$ cat src/rtl/pbus_pkg.sv
// Shared constants for the peripheral-page Wishbone initiator.
package pbus_pkg;

  localparam int PBUS_ADDR_W = 10;
  localparam int PBUS_DATA_W = 8;
  localparam logic [7:0] PBUS_ERR_DATA = 8'hFF;

  localparam logic [1:0] S_IDLE   = 2'd0;
  localparam logic [1:0] S_ACTIVE = 2'd1;
  localparam logic [1:0] S_DONE   = 2'd2;

endpackage

$ cat src/rtl/pbus_wb_master.sv
// Single-beat CPU load/store to classic Wishbone initiator.
// PBUS_TIMEOUT_EN compiles in the ack timeout counter and err path.
module pbus_wb_master
  import pbus_pkg::*;
#(
  parameter int ADDR_W = PBUS_ADDR_W,
  parameter int DATA_W = PBUS_DATA_W,
  parameter int TIMEOUT = 15,
  parameter logic [DATA_W-1:0] ERR_DATA = PBUS_ERR_DATA
) (
  input  logic              clk,
  input  logic              rst,
  input  logic              req,
  input  logic              we,
  input  logic [ADDR_W-1:0] addr,
  input  logic [DATA_W-1:0] wdata,
  output logic              ready,
  output logic              done,
  output logic              err,
  output logic [DATA_W-1:0] rdata,
  output logic [ADDR_W-1:0] WB_ADRo,
  output logic [DATA_W-1:0] WB_DATo,
  input  logic [DATA_W-1:0] WB_DATi,
  output logic              WB_WEo,
  output logic              WB_CYCo,
  output logic              WB_STBo,
  input  logic              WB_ACKi
);

  logic [1:0] state;
  logic       cyc;

  assign ready   = (state != S_ACTIVE);
  assign WB_CYCo = cyc;
  assign WB_STBo = cyc;

`ifdef PBUS_TIMEOUT_EN
  localparam int CW = $clog2(TIMEOUT + 1);
  localparam logic [CW-1:0] LAST = CW'(TIMEOUT - 1);

  logic [CW-1:0] cnt;
  logic          err_q;

  assign err = err_q;
`else
  logic unused_cfg;

  assign err        = 1'b0;
  assign unused_cfg = (^ERR_DATA) ^ (TIMEOUT > 0);
`endif

  always_ff @(posedge clk) begin
    if (rst) begin
      state   <= S_IDLE;
      cyc     <= 1'b0;
      done    <= 1'b0;
      rdata   <= '0;
      WB_WEo  <= 1'b0;
      WB_ADRo <= '0;
      WB_DATo <= '0;
`ifdef PBUS_TIMEOUT_EN
      cnt     <= '0;
      err_q   <= 1'b0;
`endif
    end else begin
      unique case (state)
        S_IDLE, S_DONE: begin
          done <= 1'b0;
`ifdef PBUS_TIMEOUT_EN
          err_q <= 1'b0;
`endif
          if (req) begin
            state   <= S_ACTIVE;
            cyc     <= 1'b1;
            WB_WEo  <= we;
            WB_ADRo <= addr;
            WB_DATo <= wdata;
`ifdef PBUS_TIMEOUT_EN
            cnt     <= '0;
`endif
          end else begin
            state <= S_IDLE;
          end
        end
        S_ACTIVE: begin
          // ack takes priority over a coincident timeout expiry
          if (WB_ACKi) begin
            state <= S_DONE;
            cyc   <= 1'b0;
            done  <= 1'b1;
            if (!WB_WEo) rdata <= WB_DATi;
`ifdef PBUS_TIMEOUT_EN
            err_q <= 1'b0;
          end else if (cnt == LAST) begin
            state <= S_DONE;
            cyc   <= 1'b0;
            done  <= 1'b1;
            err_q <= 1'b1;
            if (!WB_WEo) rdata <= ERR_DATA;
          end else begin
            cnt <= cnt + 1'b1;
`endif
          end
        end
        default: begin
          state <= S_IDLE;
          cyc   <= 1'b0;
          done  <= 1'b0;
        end
      endcase
    end
  end

endmodule

$ cat config.mk
export PLATFORM = sky130hd
export DESIGN_NAME = pbus_wb_master
export DESIGN_NICKNAME = d
export VERILOG_FILES = /design/src/rtl/pbus_pkg.sv /design/src/rtl/pbus_wb_master.sv
export SDC_FILE = /design/constraint.sdc
export NUM_CORES = 1
export LEC_CHECK = 0
export ABC_AREA = 1
export BUFFER_PORTS_ARGS = -buffer_cell sky130_fd_sc_hd__buf_2
export CAP_MARGIN = 20
export CORE_MARGIN = 1
export CORE_UTILIZATION = 45
export CTS_BUF_LIST = sky130_fd_sc_hd__clkbuf_8
export DETAILED_ROUTE_END_ITERATION = 8
export PLACE_DENSITY_LB_ADDON = 0.3
export SYNTH_ARGS = -nofsm -noshare
export SYNTH_HDL_FRONTEND = slang
export SYNTH_SLANG_ARGS = --single-unit
$ cat constraint.sdc
create_clock -name clk -period 2.15 [get_ports clk]
set_clock_uncertainty 0.1 [all_clocks]
set_input_delay 0 -clock clk [delete_from_list [all_inputs] [get_ports clk]]
set_output_delay 0 -clock clk [all_outputs]
set_load 0.1 [all_outputs]
# Yosys cells after proc, flatten, opt, wreduce, memory -nomap -nowiden
# Cells that the tools add are included.
[totals]
register_bits = 31
latchBits = 0
ram_bits = 0
rom_bits = 0
input_bits = 31
output_inout_bits = 32
word_cells = 26
n_memories = 0
[op_classes]
n_addsub = 0
n_mul = 0
div_mod_pow = 0
n_lt_le_gt_ge = 0
eq_ne = 5
shift = 0
n_mux = 6
n_bitwise = 2
reduce_logical = 6
[op_table]
columns = ["op", "count"]
rows = [
  ["$ne A2 B2 Y1 const B", 2],
  ["$pmux W2 S2", 1],
  ["$reduce_and A2 Y1", 2],
  ["$reduce_or A2 Y1", 2],
  ["$mux W1", 3],
  ["$reduce_and A3 Y1", 1],
  ["$eq A2 B1 Y1 const B", 1],
  ["$eq A2 B2 Y1 const B", 1],
  ["$logic_not A2 Y1", 1],
  ["$mux W2", 1],
  ["$ne A2 B1 Y1 const B", 1],
  ["$not A1 Y1", 2],
  ["$pmux W1 S2", 1],
]

# Depth between registers and ports, before layout
# Gate-level depths: netlist (run 1).
[depth]
depth_word = 4
mapped_depth = 6
mapped_depth_nobuf = 5

# Worst setup path before layout (run 1)
# OpenSTA, ideal clock, no wires.
[synth_path]
kind = "reg2reg"
startpoint = "reg WB_WEo"
endpoint = "reg rdata[0]"
setup_time_ns = 0.117
arrival_ns = 1.451
t_required_ns = 1.933
slack_ns = 0.483
stages_incl_launch_ff = 6
n_path_buf = 0
cell_sequence = "dfxtp_1 inv_1 nand2_1 nor2_4 nor2_1 nor2_1"
[synth_between]
elab_chain_len = 2
[synth_lines]
columns = ["item", "line", "source"]
rows = [
  ["start: declaration", "pbus_wb_master.sv:24", "output logic WB_WEo,"],
  ["start signal: assignment", "pbus_wb_master.sv:75", "WB_WEo <= we;"],
  ["$not A1 Y1 (no line)", "-", ""],
  ["$reduce_and A3 Y1 (no line)", "-", ""],
  ["end signal: assignment", "pbus_wb_master.sv:91", "if (!WB_WEo) rdata <= WB_DATi;"],
  ["end: declaration", "pbus_wb_master.sv:20", "output logic [DATA_W-1:0] rdata,"],
]
# Every way passes these cells.
# A chain may end at the register's enable or synchronous reset.

# Final worst setup path (run 1)
[layout_path]
startpoint = "reg state[0]"
endpoint = "reg state[0]"
[layout_between]
elab_chain_len = 3
word_cells_on_any_way = 6
cone_classes = "3 x eq/ne; 1 x mux; 2 x reduce/logical"
[layout_lines]
columns = ["item", "line", "source"]
rows = [
  ["start: declaration", "pbus_wb_master.sv:30", "logic [1:0] state;"],
  ["start signal: assignment", "pbus_wb_master.sv:54", "state <= S_IDLE;"],
  ["start signal: assignment", "pbus_wb_master.sv:73", "state <= S_ACTIVE;"],
  ["start signal: assignment", "pbus_wb_master.sv:82", "state <= S_IDLE;"],
  ["$eq A2 B2 Y1 or $logic_not A2 Y1 (tied branches)", "pbus_wb_master.sv:66", "unique case (state)"],
  ["$reduce_or A2 Y1", "pbus_wb_master.sv:66", ""],
  ["$pmux W2 S2", "pbus_wb_master.sv:66", ""],
]
# Several ways; a longest one is shown, not always the timed one.

==> impl_results.md, run 1 <==
- Routed len/inst: around 11 um
- I/O pin cnt: 63
- Flops & latches, synth: 31
- Tmin final: 1650 ps
- Register area share after synthesis: a little over half
- R2R Path Start: state[0]
- Placed Cells: 240
- Status: completed
- Relative slew slack: between 50% and 60%
- CTS Buf Count: 5
- Detailed Place HPWL: between 1.5 and 2 mm
- Post-synthesis mux area share: 0%
- Total Routing Usage GR: 22.2%
- Critical path, cell by cell: inv_2, nor2_2, nand2_1, a21oi_1, dlygate4sd3_1
- Startpoint types: register
- Root Driver: clkbuf_8
- Peak VDD IR: about 0.71 mV
- Synth top area share: 52.6%
- Vias per cell: about 4.5
- First-pass GRT wire length: between 4 and 5 mm
- Initial Util: around 48%
- Reg2Reg Depth: 5
- Remaining antenna violation count after routing: 0
- Setup violators final: 0
- Post-synth EDFFs: 0
- Max clock buf depth: 2
- Initial antenna violation count: 0
- Adder-Cell Fraction of Synth Area: 0%
- Share of layout cells above drive strength 1: between 20% and 30%
- Ys Warns: 0
- Largest cells by area after synthesis: dfxtp_1, nor2_1, o21ai_0, inv_1, nand2_1
- PwrDens: approximately 860 nW/um^2
- FF-to-FF setup slack: between 400 and 500 ps
- Ant. Diodes: 0
- Layout area overhead: 56.7%
- Final nets: roughly 280
- Largest family of logic cells by synthesized area: simple AND/OR/NAND/NOR gates
- Vias: between 1k and 1.5k
- Main synth FF type: dfxtp_1
- Yosys top cell by area: dfxtp_1
- Final Hold Viols: 0
- Highest cell delay on the worst timing path: 560 ps
- Die X: 53.2 um
- Simple logic cell fraction of the synthesized area: about 28%
- Critical Path RT: around 2300 ps
- Distinct cells, synth: 18
- Final core utilization: ~75%
- Worst setup EP type: register
- GR Overflow Total: 0
- Compound-Gate Fraction of Synth Area: under 10%
- Drt pass-1 iters: 4
- Hold/Removal Path Class: in -> reg
- Non-Filler Instances: around 280
- Synthesized Nets: between 150 and 200
- Post-synthesis xor/xnor area fraction: 0%
- Slowest cell on crit path: dlygate4sd3_1
- Syn avg cell area: approximately 7.5 um^2
- Period utilization: roughly three quarters
- Site Rows: 18
- Arr. time, crit path: approximately 1800 ps
- Die area: between 2000 and 3000 um^2
- Std-Cell Core Area: ~2500 um^2
- Most frequent cell after synthesis: nor2_1
- Sink Count: 31
- Die Ht: between 50 and 60 um
- Clock Latency Late Sink: around 270 ps
- RSZ-0062 raised after global routing: no
- Count of input and output buffers: 61
- Worst-Margin Slew: a little over 700 ps
- Worst Setup SP: state[0]
- Drc violations: 0
- Worst Setup EP: state[0]
- FF-to-FF End: state[0]
- Worst-path clk slew: approximately 60 ps
- Final wirelength: between 2 and 3 mm
- Max frequency: a little over 600 MHz
- Cells after Synth: approximately 160
- Post-synthesis cell area: between 1000 and 1500 um^2
- Number of global-route vias before repair: around 1.1k
- Slew Limit Fails: 0
- CP max FO: 10
- Max Cap Violations: 0
- Pin count of the biggest net entering global routing: 30
- Post-synth ARST share: 0%
- Commonest cells post-synth: nor2_1, dfxtp_1, o21ai_0
- H-tree Lvls: 2
- Placer Congestion: between 0.6 and 0.7
- Setup TNS: 0 ps
- First DRT Iteration DRCs: 10
- Crit path kind: reg -> reg
- CTS tree: done
- Static Leak: about 0.00096 uW
[cells in the final DEF, fill, tap and decap left out]
cell and n:
buf_2 61, nor2_1 56, dfxtp_1 31, dlygate4sd3_1 30
o21ai_0 19, inv_1 14, nand2_1 12, nand3_1 8
clkbuf_8 5, a21oi_1 3, nor2_2 2, inv_2 1
nand2_4 1, inv_4 1, nor2_4 1, o21ai_1 1
conb_1 1, clkinv_2 1
[critical path: cells and delay by family (launching register included)]
kind,cells,cell delay (ps)
compound gates,1,130
buf+inv,2,630
flops,1,340
simple gates,2,400
[metrics by stage]
stage / total power [uW] / hold WS, ps / cell area (um^2) / setup slack (ps)
2_1_floorplan: 1070 / -30.9 / 1180 / 483
6_report: 1590 / 82.4 / 1850 / 499
3_5_place_dp: 1140 / 84.8 / 1470 / 986
3_3_place_gp: 1140 / 86.2 / 1470 / 1020
5_1_grt: 1650 / 98.3 / 1850 / 387
4_1_cts: 1600 / 71.8 / 1850 / 494
[metal layers]
metal / wire, um / vias up / GRT usage (%)
met5: 0 / - / 0
met4: 30 / 0 / 10.1
met3: 201 / 4 / 6.32
met2: 1490 / 44 / 39.2
met1: 1270 / 554 / 24.2
li1: - / 661 / -
[cell type report]
class                      count  area [um^2]
tap                           30         37.5
clock buffer                   5         68.8
clock inverter                 3         12.5
timing repair buffer          91          606
fill                         206          628
sequential                    31          621
inverter                      14         55.1
multi-input combinational    104          449
[kinds of logic (layout without fill, tap and decap cells)]
group / count (synthesis) / after routing
AOI/OAI and AO/OA: 23 / 23
buffers and inverters: 22 / 113
DFF: 31 / 31
and+or+nand+nor: 80 / 80
other: 1 / 1
[state kept, by name, indices dropped and copies added (netlist names)]
name / count
WB_ADRo: 10
WB_CYCo: 1
WB_DATo: 8
WB_WEo: 1
done: 1
rdata: 8
state: 2
[worst min path at each step]
stage,end,slack [ps],start,cells after the start
6_report,WB_WEo,80,req,3
5_1_grt,WB_WEo,100,req,3
4_1_cts,WB_WEo,70,req,3
3_5_place_dp,state[0],80,rst,2
3_3_place_gp,state[0],90,rst,2
2_1_floorplan,state[0],-30,rst,1
[where the power goes]
group	internal, uW	switching (uW)
sequential	617	21.5
combinational	117	421
clock	217	194
[timing repair]
action                                 4_1_cts  5_1_grt
endpoints found under the hold margin       30        0
resized for setup                            0        0
hold buffers                                30        0
buffers inserted                             0        0
No activity file was read; power rests on OpenSTA's default activity.
==> run 2: changes to the inputs <==
--- a/config.mk
+++ b/config.mk
@@ -5,11 +5,11 @@
 export SDC_FILE = /design/constraint.sdc
 export NUM_CORES = 1
 export LEC_CHECK = 0
-export ABC_AREA = 1
+export ABC_AREA = 0
 export BUFFER_PORTS_ARGS = -buffer_cell sky130_fd_sc_hd__buf_2
 export CAP_MARGIN = 20
 export CORE_MARGIN = 1
-export CORE_UTILIZATION = 45
+export CORE_UTILIZATION = 40
 export CTS_BUF_LIST = sky130_fd_sc_hd__clkbuf_8
 export DETAILED_ROUTE_END_ITERATION = 8
 export PLACE_DENSITY_LB_ADDON = 0.3
==> constraint.sdc (replaced) <==
create_clock -name clk -period 1.4 [get_ports clk]
set_clock_uncertainty 0.1 [all_clocks]
set_input_delay 0 -clock clk [delete_from_list [all_inputs] [get_ports clk]]
set_output_delay 0 -clock clk [all_outputs]
set_load 0.1 [all_outputs]
==> run 2 against run 1 <==
Synthesized cell count decreased by 19%. Cell area decreased by 2.3%. Largest cell class is now non-clock buffers. Setup slack got worse by 410 ps. Largest power group unchanged. Count of clock-buffer cells in the layout unchanged. Core utilization decreased by 3.7 points.
==> impl_results.md, run 2 <==
- Status: completed
- Worst Hold End: state[0]
- Sink Count: 31
- Period utilization: between 90 and 100%
- Post-synth ARST share: 0%
- Startpoint types: register
- RSZ-0062 raised after global routing: no
- Initial antenna violation count: 0
- Post-synthesis cell area: about 1100 um^2
- Setup violators final: 0
- Placer Congestion: 0.637
- Largest cells by area after synthesis: dfxtp_1, nand2_1, a21oi_1, mux2i_1, nor2_1
- Synthesized Nets: approximately 160
- First-pass GRT wire length: approximately 4.3 mm
- Count of input and output buffers: 61
- Final wirelength: 2.94 mm
- Share of layout cells above drive strength 1: between 30% and 40%
- Synth top area share: a little under three fifths
- Site Rows: 18
- Total Routing Usage GR: 21.3%
- Largest register by flop count: WB_ADRo
- Commonest non-fill, non-tap cell in the layout: buf_2
- Cells after Synth: 127
- # fillers: 211
- Highest cell delay on the worst timing path: around 430 ps
- Main synth FF type: dfxtp_1
- Worst-path clk slew: about 60 ps
- WHS: about 89 ps
- Relative slew slack: between 60% and 70%
- Critical Path RT: between 1000 and 1500 ps
- Post-CTS Setup Bufs: 0
- R2R Path Start: state[0]
- Placed Area: approximately 1400 um^2
- Hold/Removal Path Class: in -> reg
- Flops & latches, synth: 31
- Std-Cell Core Area: ~2500 um^2
- Final core utilization: a little under three quarters
- CTS Buf Count: 5
- Setup TNS: 0 ps
- Yosys top cell by area: dfxtp_1
- Biggest regs: WB_ADRo (10), WB_DATo (8), rdata (8)
- Static Leak: ~0.00086 uW
- Layout area overhead: 63.9%
- Commonest cells post-synth: nand2_1, dfxtp_1, a21oi_1
- CTS tree: done
- Crit path kind: reg -> out
- Final Hold Viols: 0
- Peak VDD IR: 0.867 mV
- Die area: around 3000 um^2
- Max FFs per register: 10
- Cells on Worst Hold Path: 2
- Worst-Margin Slew: around 540 ps
- Die X: approximately 54 um
- Post-Layout Inst Area: approximately 1800 um^2
- Max clock buf depth: 2
- Most frequent cells in the layout: buf_2, nand2_1, dfxtp_1, dlygate4sd3_1, a21oi_1
- Tmin final: about 1300 ps
- Register area share after synthesis: 56.3%
- Max Cap Violations: 0
- Clock Latency Late Sink: ~270 ps
- Routed len/inst: approximately 12 um
- CP max FO: 4
- H-tree Lvls: 2
- I/O pin cnt: 63
- Drt pass-1 iters: 4
- First DRT Iteration DRCs: 9
- Max frequency: ~760 MHz
- Vias: approximately 1.2k
- Distinct cells, synth: 17
- Die Ht: between 50 and 60 um
- HP Start: rst
- Detailed Place HPWL: 1.85 mm
- FF-to-FF End: rdata[3]
- Slew Limit Fails: 0
- Post-synth EDFFs: 0
- Number of global-route vias before repair: roughly 1.1k
- Most frequent cell after synthesis: nand2_1
- Remaining antenna violation count after routing: 0
- Ant. Diodes: 0
- Slowest cell on crit path: buf_2
- Drc violations: 0
- Pin count of the biggest net entering global routing: 32
- Vias per cell: 4.66
- Syn avg cell area: between 8 and 9 um^2
- Root Driver: clkbuf_8
- Post-CTS sizing: 0
- Ys Warns: 0
- PwrDens: roughly 1200 nW/um^2
- Arr. time, crit path: 1210 ps
- Critical path, cell by cell: nand2b_2, buf_2
- Initial Util: a little over two fifths
- Final nets: about 250
- Worst setup EP type: primary output
- FF-to-FF setup slack: around 100 ps
- Reg2Reg Depth: 4
- GR Overflow Total: 0
- # hold bufs at CTS: 28
run 2: cell count changes in the layout (fill, tap and decap cells not counted), sizes merged, moves of 2 or more:
cell	before	now
a21oi	3	20
buf	61	66
dlygate4sd3	30	28
inv	16	2
mux2i	0	8
nand2	13	38
nand2b	0	2
nand3	8	0
nor2	59	11
o21ai	20	1
run 2: layout make-up:
type,instances,area [um^2],share of cell area (%)
multi-input cells,86,427,23.6
well taps,30,37.5,2.08
flip-flops and latches,31,626,34.6
clock buffers,5,68.8,3.81
repair buffers,94,636,35.2
clock inverters,3,12.5,0.693
run 2: power by group:
| part | total, uW | switching [uW] | internal (uW) |
|---|---|---|---|
| clock network | 628 | 295 | 333 |
| logic | 654 | 487 | 168 |
| registers | 956 | 25.5 | 930 |
| total | 2240 | 807 | 1430 |
run 2: worst max-delay path by stage:
stage                   from       end  cells past startpoint
finish              state[1]     ready                      2
global route         WB_ACKi  rdata[0]                      6
CTS                 state[1]     ready                      2
detailed placement  state[0]  rdata[3]                      4
global placement      WB_WEo  rdata[0]                      4
floorplan               done      done                      2
run 2: worst max-delay path, delay by kind of cell (launching register included):
kind	cells	cell delay, ps
AND/OR/NAND/NOR	1	160
buffers and inverters	1	430
flip-flops	1	330
run 2: logic make-up after synthesis:
family                 count (synthesis)  share of synthesized area (%)
AO/OA/AOI/OAI                         22                           10.2
buffers and inverters                 10                           5.22
flip-flops                            31                           56.3
multiplexers                           8                           7.26
other                                  1                          0.340
AND/OR/NAND/NOR                       55                           20.7
run 2: through the flow:
step           total power [uW]  cells  setup slack [ps]
2_1_floorplan              1450    127              54.9
3_3_place_gp               1560    213               177
3_5_place_dp               1570    213              98.7
4_1_cts                    2250    249              89.4
5_1_grt                    2350    249              33.2
6_report                   2240    249              92.8
run 2: per-layer routing:
| metal | vias up | global-route usage, % | share of wire (%) |
|---|---|---|---|
| met4 | 0 | 6.41 | 0.78 |
| li1 | 585 | - | - |
| met1 | 532 | 21.4 | 39 |
| met5 | - | 0 | 0 |
| met3 | 4 | 8.61 | 5.9 |
| met2 | 39 | 39.6 | 54 |
==> run 3: changes to the inputs <==
--- a/config.mk
+++ b/config.mk
@@ -6,13 +6,15 @@
 export NUM_CORES = 1
 export LEC_CHECK = 0
 export ABC_AREA = 0
-export BUFFER_PORTS_ARGS = -buffer_cell sky130_fd_sc_hd__buf_2
 export CAP_MARGIN = 20
+export CORE_ASPECT_RATIO = 1.2
 export CORE_MARGIN = 1
-export CORE_UTILIZATION = 40
+export CORE_UTILIZATION = 45
 export CTS_BUF_LIST = sky130_fd_sc_hd__clkbuf_8
 export DETAILED_ROUTE_END_ITERATION = 8
+export DONT_BUFFER_PORTS = 1
 export PLACE_DENSITY_LB_ADDON = 0.3
+export SETUP_SLACK_MARGIN = 0.3
 export SYNTH_ARGS = -nofsm -noshare
 export SYNTH_HDL_FRONTEND = slang
 export SYNTH_SLANG_ARGS = --single-unit
==> run 3 against run 2 <==
The flow now finishes with violations (negative hold slack). Highest routed layer unchanged. Largest power group unchanged. Global-route usage down 2.0 points. Via count down 20%. Cell count down 23%. Cell area down 15%. Core utilization down 4.5 points. Wire length down 21%. First-iteration DRC count up 44%.
==> impl_results.md, run 3 (synthesized netlist as in run 2, its figures left out) <==
- Count of input and output buffers: 0
- GR Overflow Total: 0
- Max FFs per register: 10
- Failing checks: negative hold slack
- Routed len/inst: between 10 and 15 um
- R2R Path Start: WB_WEo
- Initial antenna violation count: 0
- Peak VDD IR: 1.04 mV
- Critical Path RT: around 1500 ps
- Die area: 2650 um^2
- Commonest non-fill, non-tap cell in the layout: nand2_1
- Largest register by flop count: WB_ADRo
- Detailed Place HPWL: around 1.6 mm
- Share of layout cells above drive strength 1: about 46%
- Most frequent cells in the layout: nand2_1, buf_4, dfxtp_2, a21oi_1, nor2_1
- First-pass GRT wire length: around 3.5 mm
- Vias per cell: 4.88
- First DRT Iteration DRCs: 13
- Static Leak: approximately 0.00066 uW
- Final nets: 190
- Hold/Removal Path Class: in -> reg
- Site Rows: 19
- Slew Limit Fails: 0
- WHS: -323 ps
- Std-Cell Core Area: between 2000 and 2500 um^2
- Period utilization: just under 90%
- Final Hold Viols: 31
- Tot Pwr: between 2000 and 2500 uW
- Tmin final: about 1200 ps
- Ant. Diodes: 0
- Total Routing Usage GR: 19.3%
- Worst Setup EP: rdata[4]
- Worst Setup SP: WB_WEo
- Remaining antenna violation count after routing: 0
- Pin count of the biggest net entering global routing: 32
- Root Driver: clkbuf_8
- Drt pass-1 iters: 4
- Setup TNS: 0 ps
- FF-to-FF setup slack: approximately 170 ps
- Non-Filler Instances: approximately 190
- Post-CTS Setup Bufs: 0
- Vias: approximately 930
- Arr. time, crit path: approximately 1300 ps
- HP Start: rst
- CTS tree: done
- CTS Buf Count: 5
- Clock Latency Late Sink: roughly 280 ps
- FF-to-FF End: rdata[4]
- Reg2Reg Depth: 4
- Sink Count: 31
- Setup violators final: 0
- Layout area overhead: 39.0%
- Max frequency: ~810 MHz
- H-tree Lvls: 2
- Worst setup EP type: register
- Final wirelength: 2.34 mm
- Die X: 47.2 um
- Placer Congestion: around 0.65
- Crit path kind: reg -> reg
- I/O pin cnt: 63
- CP max FO: 8
- Die Ht: 56.2 um
- Max clock buf depth: 2
- Placed Cells: between 150 and 200
- Number of global-route vias before repair: a little under 900
- PwrDens: between 1000 and 1500 nW/um^2
- Initial Util: between 40 and 50%
- RSZ-0062 raised after global routing: yes
- Worst-path clk slew: around 60 ps
- Cells on Worst Hold Path: 1
- Biggest regs: WB_ADRo (10), WB_DATo (8), rdata (8)
- Startpoint types: register
- Max Cap Violations: 0
- Status: complete, but fails checks
- Drc violations: 0
[run 3: changes by cell type in the layout (fill, tap and decap cells not counted), moves of 2 or more]
cell	delta
buf_2	-61
dfxtp_1	-28
dlygate4sd3_1	-28
buf_4	+26
dfxtp_2	+26
buf_6	+2
dfxtp_4	+2
nand2b_4	+2
[run 3: power by group]
part | switching (uW) | internal (uW)
Combinational | 450 | 131
Clock | 295 | 330
Sequential | 27.8 | 937
[run 3: cell type report]
class,count,area [um^2]
clock buffer,5,68.8
clock inverter,3,11.3
fill,212,773
multi-input combinational,86,445
sequential,31,666
tap,31,38.8
timing repair buffer,35,303
[run 3: worst min path at each step]
stage                      end  slack, ps
floorplan             state[1]        -20
global placement        WB_WEo        -40
detailed placement      WB_WEo        -40
CTS                     WB_WEo       -330
global route        WB_DATo[0]       -340
finish                rdata[5]       -320
[run 3: per-stage QoR]
| stage | util, % | instance area, um^2 | setup WS (ps) |
|---|---|---|---|
| finish | 66.5 | 1530 | 168 |
| global route | 66.5 | 1530 | 131 |
| CTS | 65.4 | 1510 | 150 |
| detailed placement | 61.5 | 1420 | 96.4 |
| global placement | 61.5 | 1420 | 174 |
| floorplan | - | 1150 | 60.0 |
[run 3: routing by layer]
metal,part of all wire (%),vias to the layer above,global-route usage (%)
met5,0,-,0
met4,1.6,0,7.35
met3,8.7,5,10.4
met2,53,38,32.3
met1,37,418,19.1
li1,-,471,-
[run 3: repair_timing]
| item | 4_1_cts | 5_1_grt |
|---|---|---|
| hold endpoints to repair | 31 | 31 |
| endpoints found under the setup margin | 29 | 30 |
| resized for setup | 3 | 7 |
[run 3: worst max-delay path, stage by stage, from the launching register on]
cell,delay [ps]
dfxtp_4,330
and4bb_1,290
buf_12,140
mux2i_1,200
nor2_1,50
